**config.mk**
```make
export PLATFORM = sky130hd
export DESIGN_NAME = wrr_vc_arbiter_flat
export DESIGN_NICKNAME = d
export VERILOG_FILES = /design/src/rtl/wrr_vc_arbiter_if.sv /design/src/rtl/wrr_vc_arbiter.sv /design/src/flat_wrapper.sv
export SDC_FILE = /design/constraint.sdc
export NUM_CORES = 1
export LEC_CHECK = 0
export BUFFER_PORTS_ARGS = -buffer_cell sky130_fd_sc_hd__buf_2
export CAP_MARGIN = 30
export CELL_PAD_IN_SITES_DETAIL_PLACEMENT = 1
export CELL_PAD_IN_SITES_GLOBAL_PLACEMENT = 1
export CORE_UTILIZATION = 33
export DETAILED_ROUTE_END_ITERATION = 10
export MAX_ROUTING_LAYER = met4
export PLACE_DENSITY_LB_ADDON = 0.1
export SETUP_SLACK_MARGIN = 0.4
export SYNTH_ARGS = -nofsm -noshare
export SYNTH_HDL_FRONTEND = slang
export SYNTH_SLANG_ARGS = --single-unit
```
**constraint.sdc**
```tcl
create_clock -name clk -period 2.8 [get_ports clk]
set_clock_uncertainty 0.1 [all_clocks]
set_input_delay 0.14 -clock clk [delete_from_list [all_inputs] [get_ports clk]]
set_output_delay 0.14 -clock clk [all_outputs]
set_load 0.005 [all_outputs]
```
**src/rtl/wrr_vc_arbiter_if.sv**
```systemverilog
// Bundle between the VC FIFO bank and the weighted round-robin arbiter.
// WRR_GRANT_STATS_EN adds the clr_stats / grant_cnt statistics signals.
interface wrr_vc_arbiter_if #(
    parameter int NUM_VC   = 4,
    parameter int DATA_W   = 4,
    parameter int WEIGHT_W = 4
);
    localparam int ID_W = (NUM_VC > 1) ? $clog2(NUM_VC) : 1;

    // Handshake: a FIFO is popped in any cycle its pop_vc bit is 1 (no ready,
    // the head word is consumed at that edge); out_valid is high for exactly
    // one cycle per popped word, and out_data/grant_id are meaningful only then.
    logic                       enb;
    logic                       stall;
    logic [NUM_VC-1:0]          empty_vc;
    logic [NUM_VC*DATA_W-1:0]   data_vc;
    logic [NUM_VC*WEIGHT_W-1:0] weight_vc;
    logic [NUM_VC-1:0]          pop_vc;
    logic [DATA_W-1:0]          out_data;
    logic                       out_valid;
    logic [ID_W-1:0]            grant_id;
`ifdef WRR_GRANT_STATS_EN
    logic                       clr_stats;
    logic [NUM_VC*16-1:0]       grant_cnt;

    modport master (
        output enb, stall, empty_vc, data_vc, weight_vc, clr_stats,
        input  pop_vc, out_data, out_valid, grant_id, grant_cnt
    );
    modport slave (
        input  enb, stall, empty_vc, data_vc, weight_vc, clr_stats,
        output pop_vc, out_data, out_valid, grant_id, grant_cnt
    );
`else
    modport master (
        output enb, stall, empty_vc, data_vc, weight_vc,
        input  pop_vc, out_data, out_valid, grant_id
    );
    modport slave (
        input  enb, stall, empty_vc, data_vc, weight_vc,
        output pop_vc, out_data, out_valid, grant_id
    );
`endif
endinterface

```
**src/rtl/wrr_vc_arbiter.sv**
```systemverilog
// Weighted round-robin arbiter and registered output mux over NUM_VC VC FIFOs.
// Define WRR_GRANT_STATS_EN for per-channel saturating grant counters.
module wrr_vc_arbiter #(
    parameter int                NUM_VC   = 4,
    parameter int                DATA_W   = 4,
    parameter int                WEIGHT_W = 4,
    parameter logic [DATA_W-1:0] IDLE_VAL = '0
) (
    input logic               clk,
    input logic               rst,
    wrr_vc_arbiter_if.slave   bus
);
    localparam int ID_W = (NUM_VC > 1) ? $clog2(NUM_VC) : 1;

    function automatic logic [WEIGHT_W-1:0] eff_w(input logic [WEIGHT_W-1:0] w);
        return (w == '0) ? WEIGHT_W'(1) : w;
    endfunction

    logic [ID_W-1:0]     ptr;
    logic [WEIGHT_W-1:0] credit;
    logic [ID_W-1:0]     sel;
    logic                any_req;
    logic                grant;
    logic [NUM_VC-1:0]   pop;
    logic [WEIGHT_W-1:0] w_ptr;
    logic [WEIGHT_W-1:0] w_sel;
    logic [ID_W-1:0]     ptr_inc;
    logic [ID_W-1:0]     sel_inc;
    logic                rotate;
    logic [DATA_W-1:0]   out_data_q;
    logic                out_valid_q;
    logic [ID_W-1:0]     grant_id_q;

    // Walk from the highest offset down so the lowest offset from ptr wins.
    always_comb begin
        int idx;
        idx     = 0;
        sel     = ptr;
        any_req = 1'b0;
        for (int k = NUM_VC - 1; k >= 0; k--) begin
            idx = int'(ptr) + k;
            if (idx >= NUM_VC) idx = idx - NUM_VC;
            if (!bus.empty_vc[idx]) begin
                sel     = ID_W'(idx);
                any_req = 1'b1;
            end
        end
    end

    assign grant   = rst && bus.enb && !bus.stall && any_req;
    assign pop     = grant ? (NUM_VC'(1) << sel) : '0;
    assign w_ptr   = eff_w(bus.weight_vc[int'(ptr) * WEIGHT_W +: WEIGHT_W]);
    assign w_sel   = eff_w(bus.weight_vc[int'(sel) * WEIGHT_W +: WEIGHT_W]);
    assign ptr_inc = (ptr == ID_W'(NUM_VC - 1)) ? '0 : ptr + ID_W'(1);
    assign sel_inc = (sel == ID_W'(NUM_VC - 1)) ? '0 : sel + ID_W'(1);
    // Compare at WEIGHT_W+1 bits so credit+1 cannot wrap; >= also covers a weight lowered mid-burst.
    assign rotate  = ({1'b0, credit} + (WEIGHT_W + 1)'(1)) >= {1'b0, w_ptr};

    always_ff @(posedge clk or negedge rst) begin
        if (!rst) begin
            ptr         <= '0;
            credit      <= '0;
            out_data_q  <= IDLE_VAL;
            out_valid_q <= 1'b0;
            grant_id_q  <= '0;
        end else if (bus.enb) begin
            if (grant) begin
                out_valid_q <= 1'b1;
                out_data_q  <= bus.data_vc[int'(sel) * DATA_W +: DATA_W];
                grant_id_q  <= sel;
                if (sel == ptr) begin
                    if (rotate) begin
                        ptr    <= ptr_inc;
                        credit <= '0;
                    end else begin
                        credit <= credit + WEIGHT_W'(1);
                    end
                end else if (w_sel == WEIGHT_W'(1)) begin
                    ptr    <= sel_inc;
                    credit <= '0;
                end else begin
                    // The skipped ptr channel forfeits its remaining credit.
                    ptr    <= sel;
                    credit <= WEIGHT_W'(1);
                end
            end else begin
                out_valid_q <= 1'b0;
                out_data_q  <= IDLE_VAL;
            end
        end
    end

    assign bus.pop_vc    = pop;
    assign bus.out_data  = out_data_q;
    assign bus.out_valid = out_valid_q;
    assign bus.grant_id  = grant_id_q;

`ifdef WRR_GRANT_STATS_EN
    logic [15:0] cnt [NUM_VC];

    always_ff @(posedge clk or negedge rst) begin
        if (!rst) begin
            for (int i = 0; i < NUM_VC; i++) cnt[i] <= '0;
        end else if (bus.clr_stats) begin
            for (int i = 0; i < NUM_VC; i++) cnt[i] <= '0;
        end else begin
            for (int i = 0; i < NUM_VC; i++)
                if (pop[i] && (cnt[i] != 16'hFFFF)) cnt[i] <= cnt[i] + 16'd1;
        end
    end

    always_comb begin
        bus.grant_cnt = '0;
        for (int i = 0; i < NUM_VC; i++) bus.grant_cnt[i*16 +: 16] = cnt[i];
    end
`endif
endmodule

```
**src/flat_wrapper.sv**
```systemverilog
// flat-port wrapper written by rule: the top's interface ports become plain ports
module wrr_vc_arbiter_flat 
#(
    parameter int                NUM_VC   = 4,
    parameter int                DATA_W   = 4,
    parameter int                WEIGHT_W = 4,
    parameter logic [DATA_W-1:0] IDLE_VAL = '0
)
  (clk, rst, bus_enb, bus_stall, bus_empty_vc, bus_data_vc, bus_weight_vc, bus_pop_vc, bus_out_data, bus_out_valid, bus_grant_id);
  wrr_vc_arbiter_if #(.NUM_VC(NUM_VC), .DATA_W(DATA_W), .WEIGHT_W(WEIGHT_W)) bus_i ();
  input logic clk;
  input logic rst;
  input wire logic [$bits(bus_i.enb)-1:0] bus_enb;
  input wire logic [$bits(bus_i.stall)-1:0] bus_stall;
  input wire logic [$bits(bus_i.empty_vc)-1:0] bus_empty_vc;
  input wire logic [$bits(bus_i.data_vc)-1:0] bus_data_vc;
  input wire logic [$bits(bus_i.weight_vc)-1:0] bus_weight_vc;
  output wire logic [$bits(bus_i.pop_vc)-1:0] bus_pop_vc;
  output wire logic [$bits(bus_i.out_data)-1:0] bus_out_data;
  output wire logic [$bits(bus_i.out_valid)-1:0] bus_out_valid;
  output wire logic [$bits(bus_i.grant_id)-1:0] bus_grant_id;
  assign bus_i.enb = bus_enb;
  assign bus_i.stall = bus_stall;
  assign bus_i.empty_vc = bus_empty_vc;
  assign bus_i.data_vc = bus_data_vc;
  assign bus_i.weight_vc = bus_weight_vc;
  assign bus_pop_vc = bus_i.pop_vc;
  assign bus_out_data = bus_i.out_data;
  assign bus_out_valid = bus_i.out_valid;
  assign bus_grant_id = bus_i.grant_id;
  wrr_vc_arbiter #(.NUM_VC(NUM_VC), .DATA_W(DATA_W), .WEIGHT_W(WEIGHT_W), .IDLE_VAL(IDLE_VAL)) u_core (.clk(clk), .rst(rst), .bus(bus_i));
endmodule
```
# After elaboration in Yosys (flattened, before gate mapping)
# Cells that the tools add are included.
# classes
shifts,4
n_addsub,11
eq_ne,5
magnitude_cmp,9
muxes,37
reduce_logical,8
# ops
op,n
"< comparator 32 x 4 -> 1 bit, second input constant",4
two-way mux 32 bit,4
"greater-or-equal comparator 32 x 4 -> 1 bit, second input constant",3
"subtractor 32 x 4 -> 32 bit, second input constant",3
variable part select 16 x 5 -> 4 bit,3
two-way mux 4 bit,6
two-way mux 2 bit,9
two-way mux 1 bit,14
binary-select mux 1 bit (select 2 bit),4
logical NOT 4 bit,2
"adder 2 x 2 -> 3 bit, second input constant",2
"adder 4 x 1 -> 5 bit, second input constant",1
greater-or-equal comparator 5 x 4 -> 1 bit,1
"adder 2 x 1 -> 2 bit, second input constant",2
"adder 4 x 1 -> 4 bit, second input constant",1
"== test 2 bit, second input constant",2
"== test 4 x 1 -> 1 bit, second input constant",1
"<< shifter 1 x 2 -> 4 bit, first input constant",1
"subtractor 2 x 3 -> 4 bit, second input constant",1
"adder 2 x 1 -> 3 bit, second input constant",1
"greater-or-equal comparator 2 x 3 -> 1 bit, second input constant",1
logical AND 1 bit,3
AND reduction 3 bit,1
== test 2 bit,1
3 further kinds,3
# totals
wordCells,79
regBits,13
out_inout_bits,11
inputBits,40

# Depth between registers and ports, before layout
# logic_depth
word_depth,16
depth_mapped,11

# Worst setup path before layout
# OpenSTA, ideal clock, no wires.
# synth_path
path_type,register -> register
start,register u_core.ptr[0]
end,register u_core.ptr[0]
t_arrival_ns,2.559
setup_slack_ns,0.017
period_less_slack_ns,2.783
required_time_ns,2.576
stages_incl_launch_ff,10
setup_ns,0.124
path_buffers,1
cell_sequence,dfrtp_1 > ha_1 > mux2_4 > a2111oi_4 > o21bai_4 > buf_4 > ha_1 > nor2_1 > a22o_1 > a211o_1
# synth_between
elab_chain_cells,16
elab_cells_between_ends,56
# synth_rtl
item,line_no,text
from (decl),wrr_vc_arbiter.sv:19,logic [ID_W-1:0] ptr;
from (signal assigned),wrr_vc_arbiter.sv:73,ptr <= ptr_inc;
from (signal assigned),wrr_vc_arbiter.sv:79,ptr <= sel_inc;
from (signal assigned),wrr_vc_arbiter.sv:83,ptr <= sel;
adder 2 x 2 -> 3 bit,wrr_vc_arbiter.sv:41,idx = int'(ptr) + k;
subtractor 32 x 4 -> 32 bit / greater-or-equal comparator 32 x 4 -> 1 bit (equally long branches),wrr_vc_arbiter.sv:42,if (idx >= NUM_VC) idx = idx - NUM_VC;
two-way mux 32 bit,wrr_vc_arbiter.sv:42,
binary-select mux 1 bit (select 2 bit),wrr_vc_arbiter.sv:43,if (!bus.empty_vc[idx]) begin
two-way mux 1 bit (not written as such) (2 in series),wrr_vc_arbiter.sv:43,
two-way mux 2 bit (3 in series),wrr_vc_arbiter.sv:43,
two-way mux 2 bit *,wrr_vc_arbiter.sv:43,
named net u_core.sel[0],wrr_vc_arbiter.sv:21,logic [ID_W-1:0] sel;
variable part select 16 x 5 -> 4 bit,wrr_vc_arbiter.sv:53,assign w_sel = eff_w(bus.weight_vc[int'(sel) * WEIGHT_W +: WEIGHT_W]);
logical NOT 4 bit,wrr_vc_arbiter.sv:16,return (w == '0) ? WEIGHT_W'(1) : w;
two-way mux 4 bit,wrr_vc_arbiter.sv:16,
== test 4 x 1 -> 1 bit,wrr_vc_arbiter.sv:78,end else if (w_sel == WEIGHT_W'(1)) begin
two-way mux 2 bit,wrr_vc_arbiter.sv:78,
two-way mux 2 bit,wrr_vc_arbiter.sv:71,if (sel == ptr) begin
# Mark *: on every way through the listed nets, which the timed path passes. The rest lies on a longest branch. The select of a mux whose other input is x is not followed.
# A chain may end at the register's enable or synchronous reset.

# Worst setup path in the final report
# layout_path
start,register u_core.ptr[0]
end,register u_core.ptr[1]
# layout_between
elab_chain_cells,16
elab_cells_between_ends,56
# layout_rtl
item,line_no
adder 2 x 2 -> 3 bit,wrr_vc_arbiter.sv:41
subtractor 32 x 4 -> 32 bit / greater-or-equal comparator 32 x 4 -> 1 bit (equally long branches),wrr_vc_arbiter.sv:42
two-way mux 32 bit,wrr_vc_arbiter.sv:42
binary-select mux 1 bit (select 2 bit),wrr_vc_arbiter.sv:43
two-way mux 1 bit (not written as such) (2 in series),wrr_vc_arbiter.sv:43
two-way mux 2 bit (4 in series),wrr_vc_arbiter.sv:43
variable part select 16 x 5 -> 4 bit,wrr_vc_arbiter.sv:53
logical NOT 4 bit,wrr_vc_arbiter.sv:16
two-way mux 4 bit,wrr_vc_arbiter.sv:16
== test 4 x 1 -> 1 bit,wrr_vc_arbiter.sv:78
two-way mux 2 bit,wrr_vc_arbiter.sv:78
two-way mux 2 bit,wrr_vc_arbiter.sv:71
# Parallel ways exist; a longest one is shown, timed or not. The select of a mux whose other input is x is not followed.

==> results by group <==
Placement
  • Estimated wirelength of the detail-placed design: 3.25 mm
  • Pre-CTS worst setup slack: -0.104 ns
  • Port bufs: 50
  • Final estimated routing congestion in global placement: 0.913

Timing
  • Count of final setup violators: 0
  • Slew @ Worst Pin: 0.631 ns
  • Slew margin rel.: 57.9%
  • FMAX: 360 MHz
  • Final WS setup: 0.0213 ns
  • Final worst path period need: 2.78 ns
  • Number of hold-slack violations in the final timing report: 0
  • Fraction of the cycle the final worst path needs: 99.2%
  • Setup repair after global routing missed its margin: yes
  • Slew Limit Fails: 0

Power
  • Combinational cell fraction of total power: 76.8%
  • Maximum vdd drop: 0.378 mV
  • Lkg Pwr: 1.01 nW
  • Clock power frac: 7.9%
  • Net Switching: 0.905 mW
  • Sequential share of power: 15.3%
  • Total Power: 2.16 mW
  • Power density over cell area: 1030 mW/mm²
  • Switching Fraction: 41.9%
  • Internal power summed over all cells: 1.26 mW

Floorplanning
  • Die width: 66.0 µm
  • Top Ports: 51
  • Die span in y: 66.0 µm
  • Starting density of the core: 35.6%
  • Std cell rows: 22
  • DIE AREA: 0.00435 mm²
  • Core Region: 0.00380 mm²

Clock network
  • Number of CTS-inserted buffers: 3
  • H-tree lvl count: 1
  • Largest buffer count on any clock path: 2
  • Clock latency on the worst-skew pair: 0.25 ns
  • Number of clock sinks: 13
  • Clock transition at the registers of the reported paths: 0.06 ns
  • Clock tree from TritonCTS: done
  • CTS root buffer: sky130_fd_sc_hd__clkbuf_8

Layout
  • Most common cell after layout, fill and taps aside: sky130_fd_sc_hd__buf_2
  • Net count of the finished layout: 267
  • Fraction of layout instances using a drive strength above 1: 54.6%
  • Count of antenna diodes in the layout: 0
  • Commonest cells after routing, fill and taps aside: sky130_fd_sc_hd__buf_2 (46), sky130_fd_sc_hd__buf_4 (20), sky130_fd_sc_hd__nand2_1 (16)
  • Signed area change from the synthesized netlist to the final layout: 54.8%
  • Post-Route Utilization: 55.1%

Setup path
  • CP Capture Type: flop
  • Reg-to-reg critical path startpoint: u_core.ptr[0]$_DFFE_PN0P_
  • Combined buffer and inverter count along the critical path: 1
  • Classification of the worst setup path: flop to flop
  • Highest fanout seen on the critical path: 6
  • Cells along the critical path: ha_4 > mux2_4 > a2111oi_4 > o21bai_4 > buf_6 > mux2_4 > o211a_1 > a211o_1
  • Cell seen most often among critical-path stages: sky130_fd_sc_hd__mux2_4
  • Setup slack of the most critical reg-to-reg path: 0.02 ns
  • Largest delay share family, worst path: compound AO/OA/AOI/OAI gates
  • Data required time at the worst endpoint: 2.83 ns
  • Sort of element at the start of the critical path: flop
  • Number of cell instances on the worst register-to-register path: 8
  • Terminus of the critical flop-to-flop path: u_core.ptr[1]$_DFFE_PN0P_
  • Master of the slowest instance on the critical path: sky130_fd_sc_hd__dfrtp_2
  • Largest stage delay on the critical path: 0.48 ns
  • Data arrival time of the critical path: 2.81 ns

Detailed routing
  • Routed len/inst: 16.6 µm
  • Vias after detailed routing: 1,417
  • DR pass1 iterations: 4
  • Vias/cell: 5.37
  • Wirelength, routed: 4.39 mm
  • First-iteration detailed-routing DRC count: 52
  • Post-detailed-route count of antenna-violating nets: 0
  • DRC violation count after routing: 0

Synthesis
  • Synthesized net count: 190
  • Predominant post-synthesis flop cell: sky130_fd_sc_hd__dfrtp_1
  • Post-synthesis cell area: 0.00135 mm²
  • Mean cell area of the mapped netlist: 9.65 µm²
  • Register bit total from synthesis: 13
  • Yosys cell types: 48
  • Cells after Synth: 140
  • Warnings from Yosys: 0
  • Number of flops mapped to enable cells by yosys: 0
  • Sequential fraction of the synthesis area: 24.1%
  • Share of flip-flops with an asynchronous set or reset: 100%

Worst hold path
  • Cell depth of the worst hold path: 4
  • Startpoint of the worst hold path: bus_data_vc[3]
  • Endpoint of the worst hold path: u_core.bus.out_data[3]$_DFFE_PN0P_
  • Hold WC Path Type: input pin to flop

GRT
  • Antenna violations before repair: 0
  • Global-route wire length before repair: 7.19 mm
  • Overall overflow remaining after global route: 0
  • Vias in the first global route: 1,514
  • Maximum number of pins on one net before global-route repair: 17
  • GRT Util Overall: 22.6%

Job
  • Maximum Capacitance Violations: 0

Run status
  • Result of the run: complete, no violations
layout make-up:
cell class              instances  area (µm²)
clock buffers                   4        45.0
fillers                       443        1710
inverters                       9        42.5
multi-input cells             113        1110
flip-flops and latches         13         327
well taps                      48        60.1
repair buffers                 77         507
power groups by stage:
stage,logic [mW],registers (mW),clock network (mW)
floorplan,0.878,0.310,0
global placement,1.17,0.325,0
detailed placement,1.22,0.331,0
CTS,1.53,0.330,0.173
global route,1.80,0.341,0.185
finish,1.66,0.330,0.170
flip-flops by register name, indices dropped and copies added (netlist names):
name                  flops
u_core.bus.grant_id       2
u_core.bus.out_valid      1
u_core.ptr                2
u_core.credit             4
u_core.bus.out_data       4
kinds of logic (layout without fill, tap and decap cells):
logic type / Yosys count / count (layout) / synth area share (%)
adders and majority gates: 10 / 10 / 9.26
muxes: 21 / 21 / 21.1
buffers and inverters: 14 / 90 / 4.54
AOI/OAI and AO/OA: 37 / 37 / 23.1
DFF: 13 / 13 / 24.1
xor gates and xnor gates: 2 / 2 / 1.30
and+or+nand+nor: 43 / 43 / 16.7
through the flow:
step	hold WS, ns	area, µm²	cells	TNS, ns
after floorplan	-0.256	1400	140	0
after global placement	-0.0345	1760	244	0
after detailed placement	-0.0281	1760	244	-0.158
after CTS	0.166	2020	262	0
after global routing	0.170	2090	264	-0.324
final	0.165	2090	264	0
synth_stat cells, types with 3 or more instances:
library cell	count	area [µm²]
sky130_fd_sc_hd__nand2_1	16	60.1
sky130_fd_sc_hd__dfrtp_1	13	325
sky130_fd_sc_hd__mux2i_1	12	120
sky130_fd_sc_hd__ha_1	10	125
sky130_fd_sc_hd__inv_1	9	33.8
sky130_fd_sc_hd__o21ai_0	8	40.0
sky130_fd_sc_hd__and2_1	7	43.8
sky130_fd_sc_hd__nor3_1	6	30.0
sky130_fd_sc_hd__a32o_1	4	40.0
sky130_fd_sc_hd__a21o_1	3	22.5
sky130_fd_sc_hd__a21oi_1	3	15.0
sky130_fd_sc_hd__mux2_4	3	45.0
sky130_fd_sc_hd__nand2b_1	3	18.8
per-layer routing:
layer | up-vias | wire (µm) | track usage (%)
li1 | 679 | - | -
met1 | 702 | 1820 | 24.8
met2 | 29 | 2410 | 42.9
met3 | 7 | 117 | 4.14
met4 | 0 | 42 | 3.46
met5 | - | 0 | -
how the worst max path moves through the flow:
stage | startpoint | to | slack, ns | cells past startpoint
after floorplan | u_core.ptr[0]$_DFFE_PN0P_ | u_core.credit[2]$_DFFE_PN0P_ | 0.14 | 10
after global routing | u_core.ptr[0]$_DFFE_PN0P_ | u_core.credit[2]$_DFFE_PN0P_ | -0.09 | 10
after global placement | u_core.ptr[0]$_DFFE_PN0P_ | u_core.ptr[1]$_DFFE_PN0P_ | 0.09 | 9
final | u_core.ptr[0]$_DFFE_PN0P_ | u_core.ptr[1]$_DFFE_PN0P_ | 0.02 | 8
after CTS | u_core.ptr[0]$_DFFE_PN0P_ | u_core.credit[2]$_DFFE_PN0P_ | 0.04 | 10
after detailed placement | u_core.ptr[0]$_DFFE_PN0P_ | u_core.credit[2]$_DFFE_PN0P_ | -0.10 | 10
worst min-delay path, cell delays in order:
cell	delay, ns
sky130_fd_sc_hd__buf_2	0.07
sky130_fd_sc_hd__mux2i_1	0.05
sky130_fd_sc_hd__nand2_1	0.06
sky130_fd_sc_hd__a32o_1	0.16
repair_timing:
action / 4_1_cts / 5_1_grt
resized for setup: 25 / 16
pin swaps: 10 / 10
setup buffers: 13 / 2
endpoints found under the hold margin: 13 / 0
gates cloned: 0 / 0
setup endpoints to repair: 15 / 15
hold buffers: 1 / 0
Power figures use the tool's default switching activity.
